$ cat src/rtl/key_matrix_pkg.sv
// Shared definitions for the key matrix scanner: code width helper,
// default scan divider and the press event record.
package key_matrix_pkg;

  localparam int unsigned SCAN_DIV_1MS_27M = 27000;
  localparam int unsigned EVT_CODE_MAX_W   = 16;

  function automatic int unsigned code_w(input int unsigned n_keys);
    return (n_keys < 2) ? 1 : int'($clog2(n_keys));
  endfunction

  typedef struct packed {
    logic                      valid;
    logic [EVT_CODE_MAX_W-1:0] code;
  } key_event_t;

endpackage

$ cat src/rtl/key_debounce.sv
// One key's debounce counter and debounced state. A press flip additionally
// needs a grant from the column priority pick; release flips are unconditional.
module key_debounce #(
  parameter int unsigned DEBOUNCE_SCANS = 3,
  parameter int unsigned CNT_W          = $clog2(DEBOUNCE_SCANS + 1)
) (
  input  logic clk,
  input  logic reset,
  input  logic sample_en,
  input  logic sample,
  input  logic grant,
  output logic state,
  output logic flip_req
);

  localparam logic [CNT_W-1:0] SAT = CNT_W'(DEBOUNCE_SCANS);

  logic [CNT_W-1:0] cnt;
  logic [CNT_W-1:0] cnt_inc;

  always_comb begin
    cnt_inc  = (cnt == SAT) ? SAT : cnt + 1'b1;
    flip_req = sample_en && (sample != state) && (cnt_inc == SAT);
  end

  always_ff @(posedge clk) begin
    if (reset) begin
      cnt   <= '0;
      state <= 1'b0;
    end else if (sample_en) begin
      if (sample == state) begin
        cnt <= '0;
      end else if (flip_req && (state || grant)) begin
        state <= ~state;
        cnt   <= '0;
      end else begin
        // a press that lost arbitration stays saturated and retries next frame
        cnt <= cnt_inc;
      end
    end
  end

endmodule

$ cat src/rtl/key_matrix_scanner.sv
// Column-scanned key matrix reader: one-cold column drive, synchronised row
// sense, per-key debounce and a valid/ack holding register for key presses.
module key_matrix_scanner
  import key_matrix_pkg::*;
#(
  parameter int unsigned N_COLS         = 4,
  parameter int unsigned N_ROWS         = 4,
  parameter int unsigned SCAN_DIV       = SCAN_DIV_1MS_27M,
  parameter int unsigned DEBOUNCE_SCANS = 3,
  localparam int unsigned N_KEYS        = N_ROWS * N_COLS,
  localparam int unsigned CODE_W        = code_w(N_KEYS)
) (
  input  logic              CLK,
  input  logic              RESET,
  output logic [N_COLS-1:0] Col_Drive,
  input  logic [N_ROWS-1:0] Row_Sense,
  output logic              key_valid,
  output logic [CODE_W-1:0] key_code,
  input  logic              key_ack,
  output logic [N_KEYS-1:0] key_state,
  output logic              overrun
);

  localparam int unsigned COL_W = $clog2(N_COLS);
  localparam int unsigned DIV_W = (SCAN_DIV > 1) ? $clog2(SCAN_DIV) : 1;
  localparam int unsigned CNT_W = $clog2(DEBOUNCE_SCANS + 1);

  logic [DIV_W-1:0]  div;
  logic              tick;
  logic [COL_W-1:0]  col;
  logic [COL_W-1:0]  col_next;
  logic [N_ROWS-1:0] row_meta;
  logic [N_ROWS-1:0] row_sync;
  logic [N_ROWS-1:0] sense;
  logic [N_KEYS-1:0] flip_req;
  logic [N_KEYS-1:0] grant;
  logic              press_any;
  logic [CODE_W-1:0] press_code;
  key_event_t        evt;

  always_comb begin
    tick     = (div == DIV_W'(SCAN_DIV - 1));
    col_next = (col == COL_W'(N_COLS - 1)) ? '0 : col + 1'b1;
    sense    = ~row_sync;
  end

  // Only the sampled column can request, so the lowest requesting code is
  // also the lowest row in that column.
  always_comb begin
    grant      = '0;
    press_any  = 1'b0;
    press_code = '0;
    for (int unsigned k = 0; k < N_KEYS; k++) begin
      if (!press_any && flip_req[k] && !key_state[k]) begin
        grant[k]   = 1'b1;
        press_any  = 1'b1;
        press_code = CODE_W'(k);
      end
    end
  end

  for (genvar r = 0; r < N_ROWS; r++) begin : g_row
    for (genvar c = 0; c < N_COLS; c++) begin : g_col
      key_debounce #(
        .DEBOUNCE_SCANS(DEBOUNCE_SCANS),
        .CNT_W         (CNT_W)
      ) u_key (
        .clk      (CLK),
        .reset    (RESET),
        .sample_en(tick && (col == COL_W'(c))),
        .sample   (sense[r]),
        .grant    (grant[r*N_COLS+c]),
        .state    (key_state[r*N_COLS+c]),
        .flip_req (flip_req[r*N_COLS+c])
      );
    end
  end

  always_ff @(posedge CLK) begin
    if (RESET) begin
      div       <= '0;
      col       <= '0;
      Col_Drive <= ~(N_COLS'(1));
      row_meta  <= '0;
      row_sync  <= '0;
      evt       <= '0;
    end else begin
      row_meta  <= Row_Sense;
      row_sync  <= row_meta;
      div       <= tick ? '0 : div + 1'b1;
      evt.valid <= press_any;
      evt.code  <= EVT_CODE_MAX_W'(press_code);
      if (tick) begin
        col       <= col_next;
        Col_Drive <= ~(N_COLS'(1) << col_next);
      end
    end
  end

  always_ff @(posedge CLK) begin
    if (RESET) begin
      key_valid <= 1'b0;
      key_code  <= '0;
      overrun   <= 1'b0;
    end else if (evt.valid) begin
      if (!key_valid || key_ack) begin
        key_valid <= 1'b1;
        key_code  <= CODE_W'(evt.code);
      end else begin
        overrun <= 1'b1;
      end
    end else if (key_valid && key_ack) begin
      key_valid <= 1'b0;
      overrun   <= 1'b0;
    end
  end

endmodule
$ cat config.mk
export PLATFORM = sky130hd
export DESIGN_NAME = key_matrix_scanner
export DESIGN_NICKNAME = d
export VERILOG_FILES = /design/src/rtl/key_matrix_pkg.sv /design/src/rtl/key_debounce.sv /design/src/rtl/key_matrix_scanner.sv
export SDC_FILE = /design/constraint.sdc
export NUM_CORES = 1
export LEC_CHECK = 0
export BUFFER_PORTS_ARGS = -buffer_cell sky130_fd_sc_hd__clkbuf_2
export CAP_MARGIN = 10
export CORE_ASPECT_RATIO = 0.7
export CORE_UTILIZATION = 50
export CTS_CLUSTER_SIZE = 40
export DETAILED_ROUTE_END_ITERATION = 10
export PLACE_DENSITY = 0.66
export SKIP_LAST_GASP = 1
export SLEW_MARGIN = 25
export SYNTH_ARGS = -nofsm -noshare
export SYNTH_HDL_FRONTEND = slang
export SYNTH_SLANG_ARGS = --single-unit
$ cat constraint.sdc
create_clock -name CLK -period 4.3 [get_ports CLK]
set_input_delay 0.215 -clock CLK [delete_from_list [all_inputs] [get_ports CLK]]
set_output_delay 0.215 -clock CLK [all_outputs]
set_load 0.03 [all_outputs]
## Word-level counts from Yosys, hierarchy flattened

Index checks and enable logic that the tools add are counted.

| word-level totals | value |
|---|---|
| register bits after elaboration | 88 |
| output and inout bits | 26 |

| operators by class | value |
|---|---|
| add/subtract/negate cells | 18 |
| equality and inequality tests | 70 |
| shift operators | 1 |
| multiplexer cells | 100 |
| bitwise operators | 34 |
| reductions and logical operators | 155 |

Operators by type and width:

| kind | count |
|---|---|
| 2-bit two-way mux | 49 |
| 1-bit logical AND | 84 |
| 2-bit equality test (second input constant) | 34 |
| 4-bit two-way mux | 14 |
| 3-bit AND reduction | 16 |
| 1-bit two-way mux | 37 |
| 2-bit by 1-bit adder with 2-bit output (second input constant) | 17 |
| 1-bit logical NOT | 32 |
| 1-bit NOT | 32 |
| 1-bit logical OR | 17 |
| 1-bit equality test | 16 |
| 1-bit inequality test | 16 |
| 15-bit by 1-bit adder with 15-bit output (second input constant) | 1 |
| 15-bit equality test (second input constant) | 1 |
| 4-bit NOT | 2 |
| 2-bit AND reduction | 3 |
| 1-bit by 2-bit << shifter with 4-bit output (first input constant) | 1 |
| 2-bit by 1-bit equality test with 1-bit output (second input constant) | 1 |
| 2-bit logical NOT | 1 |
| 2-bit by 1-bit inequality test with 1-bit output (second input constant) | 1 |
| 2-bit inequality test (second input constant) | 1 |
| 2-bit nonzero test | 1 |
| 2-bit OR reduction | 1 |

## Logic depth before layout (Yosys ltp)

Gate-level depths: netlist (run 1).

| logic depth | value |
|---|---|
| word-level depth | 70 |
| mapped depth | 10 |

## Cells and area by module

From an unflattened synthesis (run 1), not the netlist that was laid out.

| second synthesis, totals | value |
|---|---|
| cell total of the unflattened synthesis | 550 |
| area total of the unflattened synthesis | 4526.8 µm² |

Modules (own cells, without submodules):

| module | instances | cells an instance | area each (µm²) | seq. area each (µm²) |
|---|---|---|---|---|
| key_debounce | 16 | 20 | 161.4 | 60.1 |
| key_matrix_scanner | 1 | 230 | 1944.4 | 800.8 |

## Worst setup path before layout (run 1)

Ideal clock, no wire load.

| timing | value |
|---|---|
| path type | register to register |
| from | reg col[0] |
| to | reg g_row[3].g_col[3].u_key.cnt[0] |
| setup time | 0.132 ns |
| arrival | 2.416 ns |
| slack | 1.751 ns |
| cell stages (with the launch flop) | 10 |
| path buffers | 1 |
| cells stage by stage | dfxtp_1 -> inv_1 -> ha_1 -> clkbuf_1 -> and2_1 -> a32o_1 -> or3_1 -> o41a_2 -> o31ai_1 -> a21oi_1 |

| on the way | value |
|---|---|
| cells in the longest elaborated chain, start to end | 70 |

Ends and longest elaborated chain:

| item | RTL line | RTL |
|---|---|---|
| start: declaration | key_matrix_scanner.sv:30 | `logic [COL_W-1:0] col;` |
| start signal: assignment | key_matrix_scanner.sv:94 | `col <= col_next;` |
| 2-bit logical NOT | key_matrix_scanner.sv:70 | `.sample_en(tick && (col == COL_W'(c))),` |
| 1-bit logical AND | key_matrix_scanner.sv:70 |  |
| 1-bit logical AND (2 in a row) | key_debounce.sv:23 | `flip_req = sample_en && (sample != state) && (cnt_inc == SAT);` |
| 1-bit logical AND | key_matrix_scanner.sv:54 | `if (!press_any && flip_req[k] && !key_state[k]) begin` |
| 1-bit two-way mux | key_matrix_scanner.sv:54 |  |
| 1-bit logical NOT | key_matrix_scanner.sv:54 |  |
| 1-bit logical AND (2 in a row) | key_matrix_scanner.sv:54 |  |
| 1-bit two-way mux | key_matrix_scanner.sv:54 |  |
| [51 not listed] | - |  |
| 1-bit two-way mux | key_matrix_scanner.sv:54 |  |
| 1-bit logical NOT | key_matrix_scanner.sv:54 |  |
| 1-bit logical AND (2 in a row) | key_matrix_scanner.sv:54 |  |
| 1-bit two-way mux | key_matrix_scanner.sv:54 |  |
| 1-bit logical OR | key_debounce.sv:33 | `end else if (flip_req && (state \|\| grant)) begin` |
| 1-bit logical AND | key_debounce.sv:33 |  |
| 2-bit two-way mux | key_debounce.sv:33 |  |
| 2-bit two-way mux | key_debounce.sv:31 | `if (sample == state) begin` |
| end signal: assignment | key_debounce.sv:38 | `cnt <= cnt_inc;` |
| end: declaration | key_debounce.sv:18 | `logic [CNT_W-1:0] cnt;` |

Several ways; a longest one is shown, not always the timed one.
A chain may end at the register's enable or synchronous reset.

## Worst setup path in the final report (run 1)

| timing | value |
|---|---|
| from | reg div[9] |
| to | reg g_row[2].g_col[3].u_key.cnt[1] |

| on the way | value |
|---|---|
| cells in the longest elaborated chain, start to end | 54 |

Ends and longest elaborated chain:

| item | RTL line | RTL |
|---|---|---|
| start: declaration | key_matrix_scanner.sv:28 | `logic [DIV_W-1:0] div;` |
| start signal: assignment | key_matrix_scanner.sv:90 | `div <= tick ? '0 : div + 1'b1;` |
| 15-bit equality test (*) | key_matrix_scanner.sv:42 | `tick = (div == DIV_W'(SCAN_DIV - 1));` |
| 1-bit logical AND | key_matrix_scanner.sv:70 |  |
| 1-bit logical AND (2 in a row) | key_debounce.sv:23 |  |
| 1-bit logical AND | key_matrix_scanner.sv:54 |  |
| 1-bit two-way mux | key_matrix_scanner.sv:54 |  |
| 1-bit logical NOT | key_matrix_scanner.sv:54 |  |
| 1-bit logical AND (2 in a row) | key_matrix_scanner.sv:54 |  |
| 1-bit two-way mux | key_matrix_scanner.sv:54 |  |
| [35 not listed] | - |  |
| 1-bit two-way mux | key_matrix_scanner.sv:54 |  |
| 1-bit logical NOT | key_matrix_scanner.sv:54 |  |
| 1-bit logical AND (2 in a row) | key_matrix_scanner.sv:54 |  |
| 1-bit two-way mux | key_matrix_scanner.sv:54 |  |
| 1-bit logical OR | key_debounce.sv:33 |  |
| 1-bit logical AND | key_debounce.sv:33 |  |
| 2-bit two-way mux | key_debounce.sv:33 |  |
| 2-bit two-way mux | key_debounce.sv:31 |  |
| end signal: assignment | key_debounce.sv:38 |  |
| end: declaration | key_debounce.sv:18 |  |

Mark *: on every way between the ends. The rest lies on a longest branch, timed or not.

==> results of run 1 <==
[power by group through the flow]
stage | clock network, mW | logic (mW) | registers (mW)
6_report | 0.751 | 0.0368 | 0.833
5_1_grt | 0.801 | 0.0412 | 0.834
4_1_cts | 0.769 | 0.0369 | 0.832
3_5_place_dp | 0 | 0.0371 | 0.851
3_3_place_gp | 0 | 0.0358 | 0.850
2_1_floorplan | 0 | 0.0342 | 0.842
[final cells by class]
| cell class | instances | area [sq um] | share of cell area |
|---|---|---|---|
| Clock buffer | 14 | 274 | 0.0542 |
| Multi-Input combinational cell | 420 | 2630 | 0.519 |
| Clock inverter | 2 | 12.5 | 0.00247 |
| Timing Repair Buffer | 36 | 190 | 0.0376 |
| Inverter | 10 | 37.5 | 0.00742 |
| Tap cell | 124 | 155 | 0.0307 |
| Sequential cell | 88 | 1760 | 0.348 |
[worst paths after layout]
kind,endpoint,slack [ps],cells after the start
worst max-delay path,g_row[2].g_col[3].u_key.cnt[1],1240,7
worst min-delay path,row_meta[0],80,2
worst min register to register,row_sync[3],430,1
worst max register to register,g_row[2].g_col[3].u_key.cnt[1],1240,7
[critical path, stage by stage (launching register included)]
cell	delay (ps)
dfxtp_1	340
or4b_4	580
nor4_4	350
buf_4	310
and2_1	650
nand2_4	100
a311o_1	390
a311oi_2	230
[cell families (layout without fill, tap and decap cells)]
| kind of cell | after synthesis | after routing | synth area share |
|---|---|---|---|
| AO/OA/AOI/OAI | 159 | 159 | 0.232 |
| XOR/XNOR | 14 | 14 | 0.0258 |
| adder cells (fa/ha/maj) | 6 | 6 | 0.0158 |
| buffers and inverters | 71 | 62 | 0.0783 |
| flip-flops | 88 | 88 | 0.370 |
| multiplexers | 5 | 5 | 0.0105 |
| AND/OR/NAND/NOR | 236 | 236 | 0.268 |
[sequential cells by signal (all words and copies together), names as in the netlist]
name,cells
g_row.g_col.u_key.cnt,32
g_row.g_col.u_key.state,16
div,15
evt,5
Col_Drive,4
key_code,4
row_meta,4
row_sync,4
col,2
key_valid,1
overrun,1
[metrics by stage]
step / total power, mW / setup WS (ps) / hold slack (ps)
floorplan: 0.876 / 1750 / 343
global placement: 0.886 / 1380 / 419
detailed placement: 0.888 / 1270 / 424
CTS: 1.64 / 1260 / 69.9
global route: 1.68 / 1050 / 74.5
finish: 1.62 / 1240 / 78.9
[cells in the mapped netlist, drive strengths merged (4+ instances only)]
master | count | area share
a211oi | 6 | 0.0095
a21oi | 32 | 0.034
a221oi | 4 | 0.0074
a311oi | 19 | 0.036
a31oi | 26 | 0.034
and2 | 9 | 0.012
and3 | 13 | 0.017
buf | 34 | 0.049
clkbuf | 27 | 0.021
dfxtp | 88 | 0.37
ha | 6 | 0.016
inv | 10 | 0.0079
mux2i | 5 | 0.011
nand2 | 39 | 0.035
nand2b | 5 | 0.0066
nand3 | 20 | 0.021
nand3b | 13 | 0.020
nand4 | 10 | 0.014
nor2 | 71 | 0.056
nor2b | 14 | 0.018
nor3 | 13 | 0.014
nor3b | 4 | 0.0063
nor4 | 4 | 0.0097
o21a | 5 | 0.0079
o21ai | 28 | 0.032
o21bai | 5 | 0.0079
o31ai | 5 | 0.0079
or3 | 7 | 0.0092
xnor2 | 7 | 0.013
xor2 | 7 | 0.013
[layer usage]
metal / global-route usage / vias to the layer above / wire, um
met5: 0 / - / 0
met4: 0.0610 / 0 / 123
met3: 0.0683 / 13 / 821
met2: 0.342 / 126 / 4800
met1: 0.358 / 2016 / 5820
li1: - / 2088 / -
==> flow_summary.ini, run 1 <==
[yosys]
synth-seq-cells = 88
syn_area_per_cell_sq_um = 8.22
ys.flop_type = dfxtp_1
synth.cell_area_sq_um = 4760
synthArstFlopShare = 0
synth-warning-count = 0
synth-edff-count = 0
synth_cell_types = 68
ys_seq_area_frac = 0.370
syn-instance-count = 579
synth.net_count = 592

[pwr]
peakVddDrop_v = 0.000211
switchingPower_mw = 0.348
p_seq_frac = 0.514
cell_internal_pwr_mw = 1.27
leakage_nw = 1.88
combinationalPowerShare = 0.023
clkPwrFrac = 0.463
switching_share = 0.215
powerDensity_nw_per_um2 = 321

[clocking]
cts-root-buf = clkbuf_16
cts.path.max_buffers = 2
postCtsHoldBufs = 0
clk_pin_slew_worst_paths_ps = 60
post_cts_buffers = 0
numCtsBuffers = 9
clock-sinks = 88
worstSkewPairLatency_ps = 340
cts_resized = 0
htree_num_levels = 3
cts_tree = built

[floorplanning]
io_pins = 33
placeableCoreArea_sq_um = 9140
fp-row-count = 29
initial_core_util = 0.521
die_w_um = 119
die_area_sq_um = 9920
dieHeight_um = 83.6

[timing]
fin_tns_setup_ps = 0
tightest_slew_ps = 858
hold_violations = 0
maxSlewHeadroom = 0.427
setup_viol = 0
grt_setup_unrepaired = false
fin_crit_ps = 3060
maxSlewViolCount = 0
finalCritPeriodShare = 0.711
clock_skew_ps = 5.66
clock.fmax_mhz = 327

[worst_setup_path]
worstReg2RegStart = div[9]
setup.worst_path.class = reg -> reg
path_max_fanout = 20
required_ps = 4550
critPathLaunchType = flop
arrival_ps = 3310
startpoint = div[9]
endpoint_kind = flop

[outcome]
status = finished clean

[placed_design]
portBuffers = 32
gp_congestion = 0.841
dp.cells = 678
place_area_sq_um = 4770
hpwl_um = 8050

[drt]
postRouteAntennaNets = 0
route.detailed.drc = 0
avgViaCountPerCell = 6.11
via_count = 4243
drtIter0Drc = 344
routed_wl_um = 11600
avgRoutedWirePerCell_um = 16.7
dr.pass1.iters = 5

[min_path]
hp-start = Row_Sense[0]
hold_path_class = in -> reg

[cells_and_area]
fill_cells = 871
fin_nets = 578
layout_commonest_cell = dfxtp_1
fin_area_sq_um = 5060
final_cells = 694
area_growth_pct = 6.23
layout-drive-gt1-share = 0.114
final_cell_mix = 88 x dfxtp_1, 71 x nor2_1, 35 x nand2_1
diodes = 0
fin_util = 0.553

[grt]
grt_max_degree = 39
grt_pass1_vias = 3680
grtUsageTotal = 0.242
grt_pass1_wl_um = 19100
overflow = 0
antenna_found_initial = 0

[flow_run]
maxCapViolCount = 0
(Power assumes the default switching activity.)
==> run 2, diff against run 1 <==
clock period = 3 ns   (was 4.3 ns; I/O delays follow)
==> flow_summary.ini, run 2 (synthesized netlist as in run 1, its figures left out) <==
[grt]
overflow = 0
grt_max_degree = 42
grt_pass1_wl_um = 19400
grtUsageTotal = 0.243
grt_pass1_vias = 3813
antenna_found_initial = 0

[drt]
routed_wl_um = 11400
via_count = 4199
avgRoutedWirePerCell_um = 16.1
postRouteAntennaNets = 0
drtIter0Drc = 377
avgViaCountPerCell = 5.96
route.detailed.drc = 0
dr.pass1.iters = 6

[placed_design]
hpwl_um = 7990
place_area_sq_um = 4870
dp.cells = 689
pre_cts_slack_ps = 323
gp_congestion = 0.843
portBuffers = 32

[pwr]
peakVddDrop_v = 0.000385
leakage_nw = 1.96
powerDensity_nw_per_um2 = 472
total_power_mw = 2.45

[clocking]
clock-sinks = 88
cts-root-buf = clkbuf_16
cts.path.max_buffers = 2
post_cts_buffers = 0
htree_num_levels = 3
clk_pin_slew_worst_paths_ps = 60
postCtsHoldBufs = 0
worstSkewPairLatency_ps = 330
cts_resized = 0
cts_tree = built
numCtsBuffers = 9

[cells_and_area]
final_cell_mix = 88 x dfxtp_1, 71 x nor2_1, 35 x nand2_1
largest_reg_flops = 32
final_cells = 705
layout-drive-gt1-share = 0.134
max_flop_register = g_row.g_col.u_key.cnt
fin_util = 0.567
reg.largest.list = g_row.g_col.u_key.cnt: 32 flops, g_row.g_col.u_key.state: 16 flops, div: 15 flops
diodes = 0
fill_cells = 881
fin_area_sq_um = 5190
area_growth_pct = 8.96
fin_nets = 589
layout_commonest_cell = dfxtp_1

[timing]
final.setup.worst_slack_ps = 287
whs_ps = 23.7
fin_tns_setup_ps = 0
clock_skew_ps = 4.47
finalCritPeriodShare = 0.904
maxSlewViolCount = 0
hold_violations = 0
maxSlewHeadroom = 0.508
setup_viol = 0
clock.fmax_mhz = 369
fin_crit_ps = 2710
tightest_slew_ps = 738
grt_setup_unrepaired = false

[worst_setup_path]
arrival_ps = 2950
path_max_fanout = 9
endpoint_kind = flop
critPathLaunchType = flop
required_ps = 3230
setup.worst_path.class = reg -> reg

[floorplanning]
placeableCoreArea_sq_um = 9140
die_area_sq_um = 9920
initial_core_util = 0.521
io_pins = 33
fp-row-count = 29
dieHeight_um = 83.6
die_w_um = 119

[outcome]
status = finished clean

[flow_run]
maxCapViolCount = 0

[min_path]
hold_path_class = in -> reg
## run 2: changes by cell type in the layout (fill, tap and decap cells not counted)
cell,delta
buf_4,+10
bufinv_16,+2
clkinv_2,+2
buf_12,+1
clkbuf_1,-2
clkbuf_8,-2
## run 2: worst max-delay path, cell delays in order, from the launching register on
cell and delay, ps:
dfxtp_1 430, inv_1 100, ha_1 330, a32o_1 350, or3_1 510, o31ai_1 460, a31oi_1 160, a311oi_1 280
## run 2: worst paths after layout
| kind | start | cells past startpoint | slack [ps] | endpoint |
|---|---|---|---|---|
| hold reg to reg | row_meta[3] | 1 | 440 | row_sync[3] |
| setup / recovery | col[0] | 7 | 290 | g_row[3].g_col[0].u_key.state |
| hold / removal | Row_Sense[1] | 2 | 20 | row_meta[1] |
| setup reg to reg | col[0] | 7 | 290 | g_row[3].g_col[0].u_key.state |
## run 2: layout make-up
class	count	area [sq um]	share of cell area
multi-input cells	420	2630	0.506
flip-flops and latches	88	1760	0.340
clock buffers	10	239	0.0461
repair buffers	47	285	0.0550
clock inverters	6	82.6	0.0159
inverters	10	37.5	0.00724
well taps	124	155	0.0299
## run 2: routing by layer
metal  vias to the layer above  share of wire  track usage
li1                       2095              -            -
met1                      1973           0.50        0.363
met2                       117           0.42        0.352
met3                        14          0.060       0.0492
met4                         0          0.013       0.0644
met5                         -              0            0
## run 2: power by group
part           switching [mW]  internal (mW)
Sequential             0.0109           1.18
Clock                   0.453          0.748
Combinational          0.0410         0.0209
Total                   0.505           1.95
==> run 3, diff against run 2 <==
ABC_AREA = 1   (was default)
CTS_BUF_LIST = sky130_fd_sc_hd__clkbuf_16   (was default)
==> flow_summary.ini, run 3 <==
[placed_design]
portBuffers = 32
hpwl_um = 7550
gp_congestion = 0.827

[clocking]
htree_num_levels = 3
worstSkewPairLatency_ps = 340
cts_tree = built
clock-sinks = 88
cts_resized = 0
clk_pin_slew_worst_paths_ps = 60
cts-root-buf = clkbuf_16
cts.path.max_buffers = 2
numCtsBuffers = 9

[cells_and_area]
fin_nets = 636
reg.largest.list = g_row.g_col.u_key.cnt: 32 flops, g_row.g_col.u_key.state: 16 flops, div: 15 flops
diodes = 0
max_flop_register = g_row.g_col.u_key.cnt
layout_commonest_cell = nand2_1
area_growth_pct = 10.8
largest_reg_flops = 32
layout-drive-gt1-share = 0.156
final_cell_mix = 108 x nand2_1, 93 x inv_1, 88 x dfxtp_1

[yosys]
syn_area_per_cell_sq_um = 7.43
yosysMostFrequentCell = nand2_1
synth_commonest_cells = 108 x nand2_1, 91 x inv_1, 88 x dfxtp_1
synthArstFlopShare = 0
synth.cell_area_sq_um = 4480
syn-instance-count = 602
synth-edff-count = 0
ys.flop_type = dfxtp_1
synth-seq-cells = 88
netlist.area_leader.share = 0.394
synth_top_cell_by_area = dfxtp_1
netlist_top_cells_area = dfxtp_1 39%, nand2_1 9.1%, inv_1 7.6%
synth.net_count = 615
ys_seq_area_frac = 0.394
synth_cell_types = 49
synth-warning-count = 0

[timing]
maxSlewViolCount = 0
maxSlewHeadroom = 0.437
setup_viol = 0
clock_skew_ps = 8.12
fin_tns_setup_ps = 0
whs_ps = 115
finalCritPeriodShare = 0.892
grt_setup_unrepaired = false
fin_crit_ps = 2680
hold_violations = 0
tightest_slew_ps = 838
clock.fmax_mhz = 374

[worst_setup_path]
arrival_ps = 2880
required_ps = 3210
setup.worst_path.class = reg -> reg
endpoint_kind = flop
critPathLaunchType = flop
path_max_fanout = 12

[floorplanning]
initial_core_util = 0.521
placeableCoreArea_sq_um = 8580
die_area_sq_um = 9340
dieHeight_um = 81.2
fp-row-count = 28
die_w_um = 115
io_pins = 33

[grt]
grtUsageTotal = 0.230
grt_pass1_vias = 3322
overflow = 0
grt_max_degree = 32
antenna_found_initial = 0
grt_pass1_wl_um = 16300

[pwr]
powerDensity_nw_per_um2 = 471
leakage_nw = 1.99
peakVddDrop_v = 0.000385

[drt]
routed_wl_um = 9980
route.detailed.drc = 0
via_count = 3779
avgViaCountPerCell = 5.05
postRouteAntennaNets = 0
drtIter0Drc = 212
dr.pass1.iters = 5
avgRoutedWirePerCell_um = 13.3

[outcome]
status = finished clean

[min_path]
hold_path_class = in -> reg

[flow_run]
maxCapViolCount = 0
## run 3: cell types whose count changed in the layout (fill, tap and decap cells not counted), moves of 11 or more
cell,change
a311oi_1,-18
a21oi_1,+25
buf_4,-12
nand2_1,+73
nor2b_1,-14
nand3b_1,-11
a31oi_1,-23
inv_1,+83
and3_1,-11
## run 3: final timing paths
kind / from / to / slack (ps) / depth (start not counted)
min reg2reg: row_meta[1] / row_sync[1] / 400 / 2
max: div[0] / evt[0] / 320 / 16
min: key_ack / overrun / 110 / 4
max reg2reg: div[0] / evt[0] / 320 / 16
## run 3: through the flow
step	setup WS, ps	util	power (mW)	instances	area, sq um
2_1_floorplan	792	-	1.25	602	4480
3_3_place_gp	438	0.540	1.26	728	4630
3_5_place_dp	368	0.540	1.26	728	4630
4_1_cts	360	0.578	2.36	748	4960
5_1_grt	90.0	0.578	2.41	748	4960
6_report	324	0.578	2.34	748	4960
## run 3: routing by layer
metal / global-route usage / wire length (um)
met4: 0.0636 / 109
met3: 0.0537 / 545
met5: 0 / 0
met1: 0.345 / 5210
met2: 0.325 / 4110
## run 3: cell type report
cell class / instances / area (sq um)
Clock buffer: 9 / 225
Clock inverter: 7 / 65.1
Fill cell: 815 / 3620
Inverter: 100 / 380
Multi-Input combinational cell: 386 / 2160
Sequential cell: 88 / 1760
Tap cell: 120 / 150
Timing Repair Buffer: 38 / 215
## run 3: kinds of logic (layout without fill, tap and decap cells)
group | after synthesis | in the layout | share of synthesized area
compound gates | 119 | 119 | 0.154
simple gates | 245 | 245 | 0.281
fa+ha+maj | 6 | 6 | 0.0168
buf+inv | 128 | 154 | 0.123
flops | 88 | 88 | 0.394
xor+xnor | 16 | 16 | 0.0313
## run 3: where the power goes
part	switching, mW	internal [mW]	total (mW)
logic	0.0365	0.0196	0.0561
registers	0.00870	1.18	1.19
clock network	0.460	0.637	1.10
## run 3: worst max-delay path, stage by stage, from the launching register on
cell and delay [ps]:
dfxtp_1 350, ha_1 220, nand2_2 90, inv_2 70, nand2_2 60, nor2_4 150, nand3_2 240, a21oi_1 330
nand3_1 190, nand4_4 160, nor2_4 60, nand2_2 70, inv_2 50, nand3b_1 140, nand3b_1 110, a21oi_1 150
a31oi_1 100
## run 3: repair_timing
item                                    4_1_cts  5_1_grt
buffers inserted                              0        0
hold buffers                                  4        0
endpoints found under the setup margin        0        0
hold endpoints to repair                      4        0
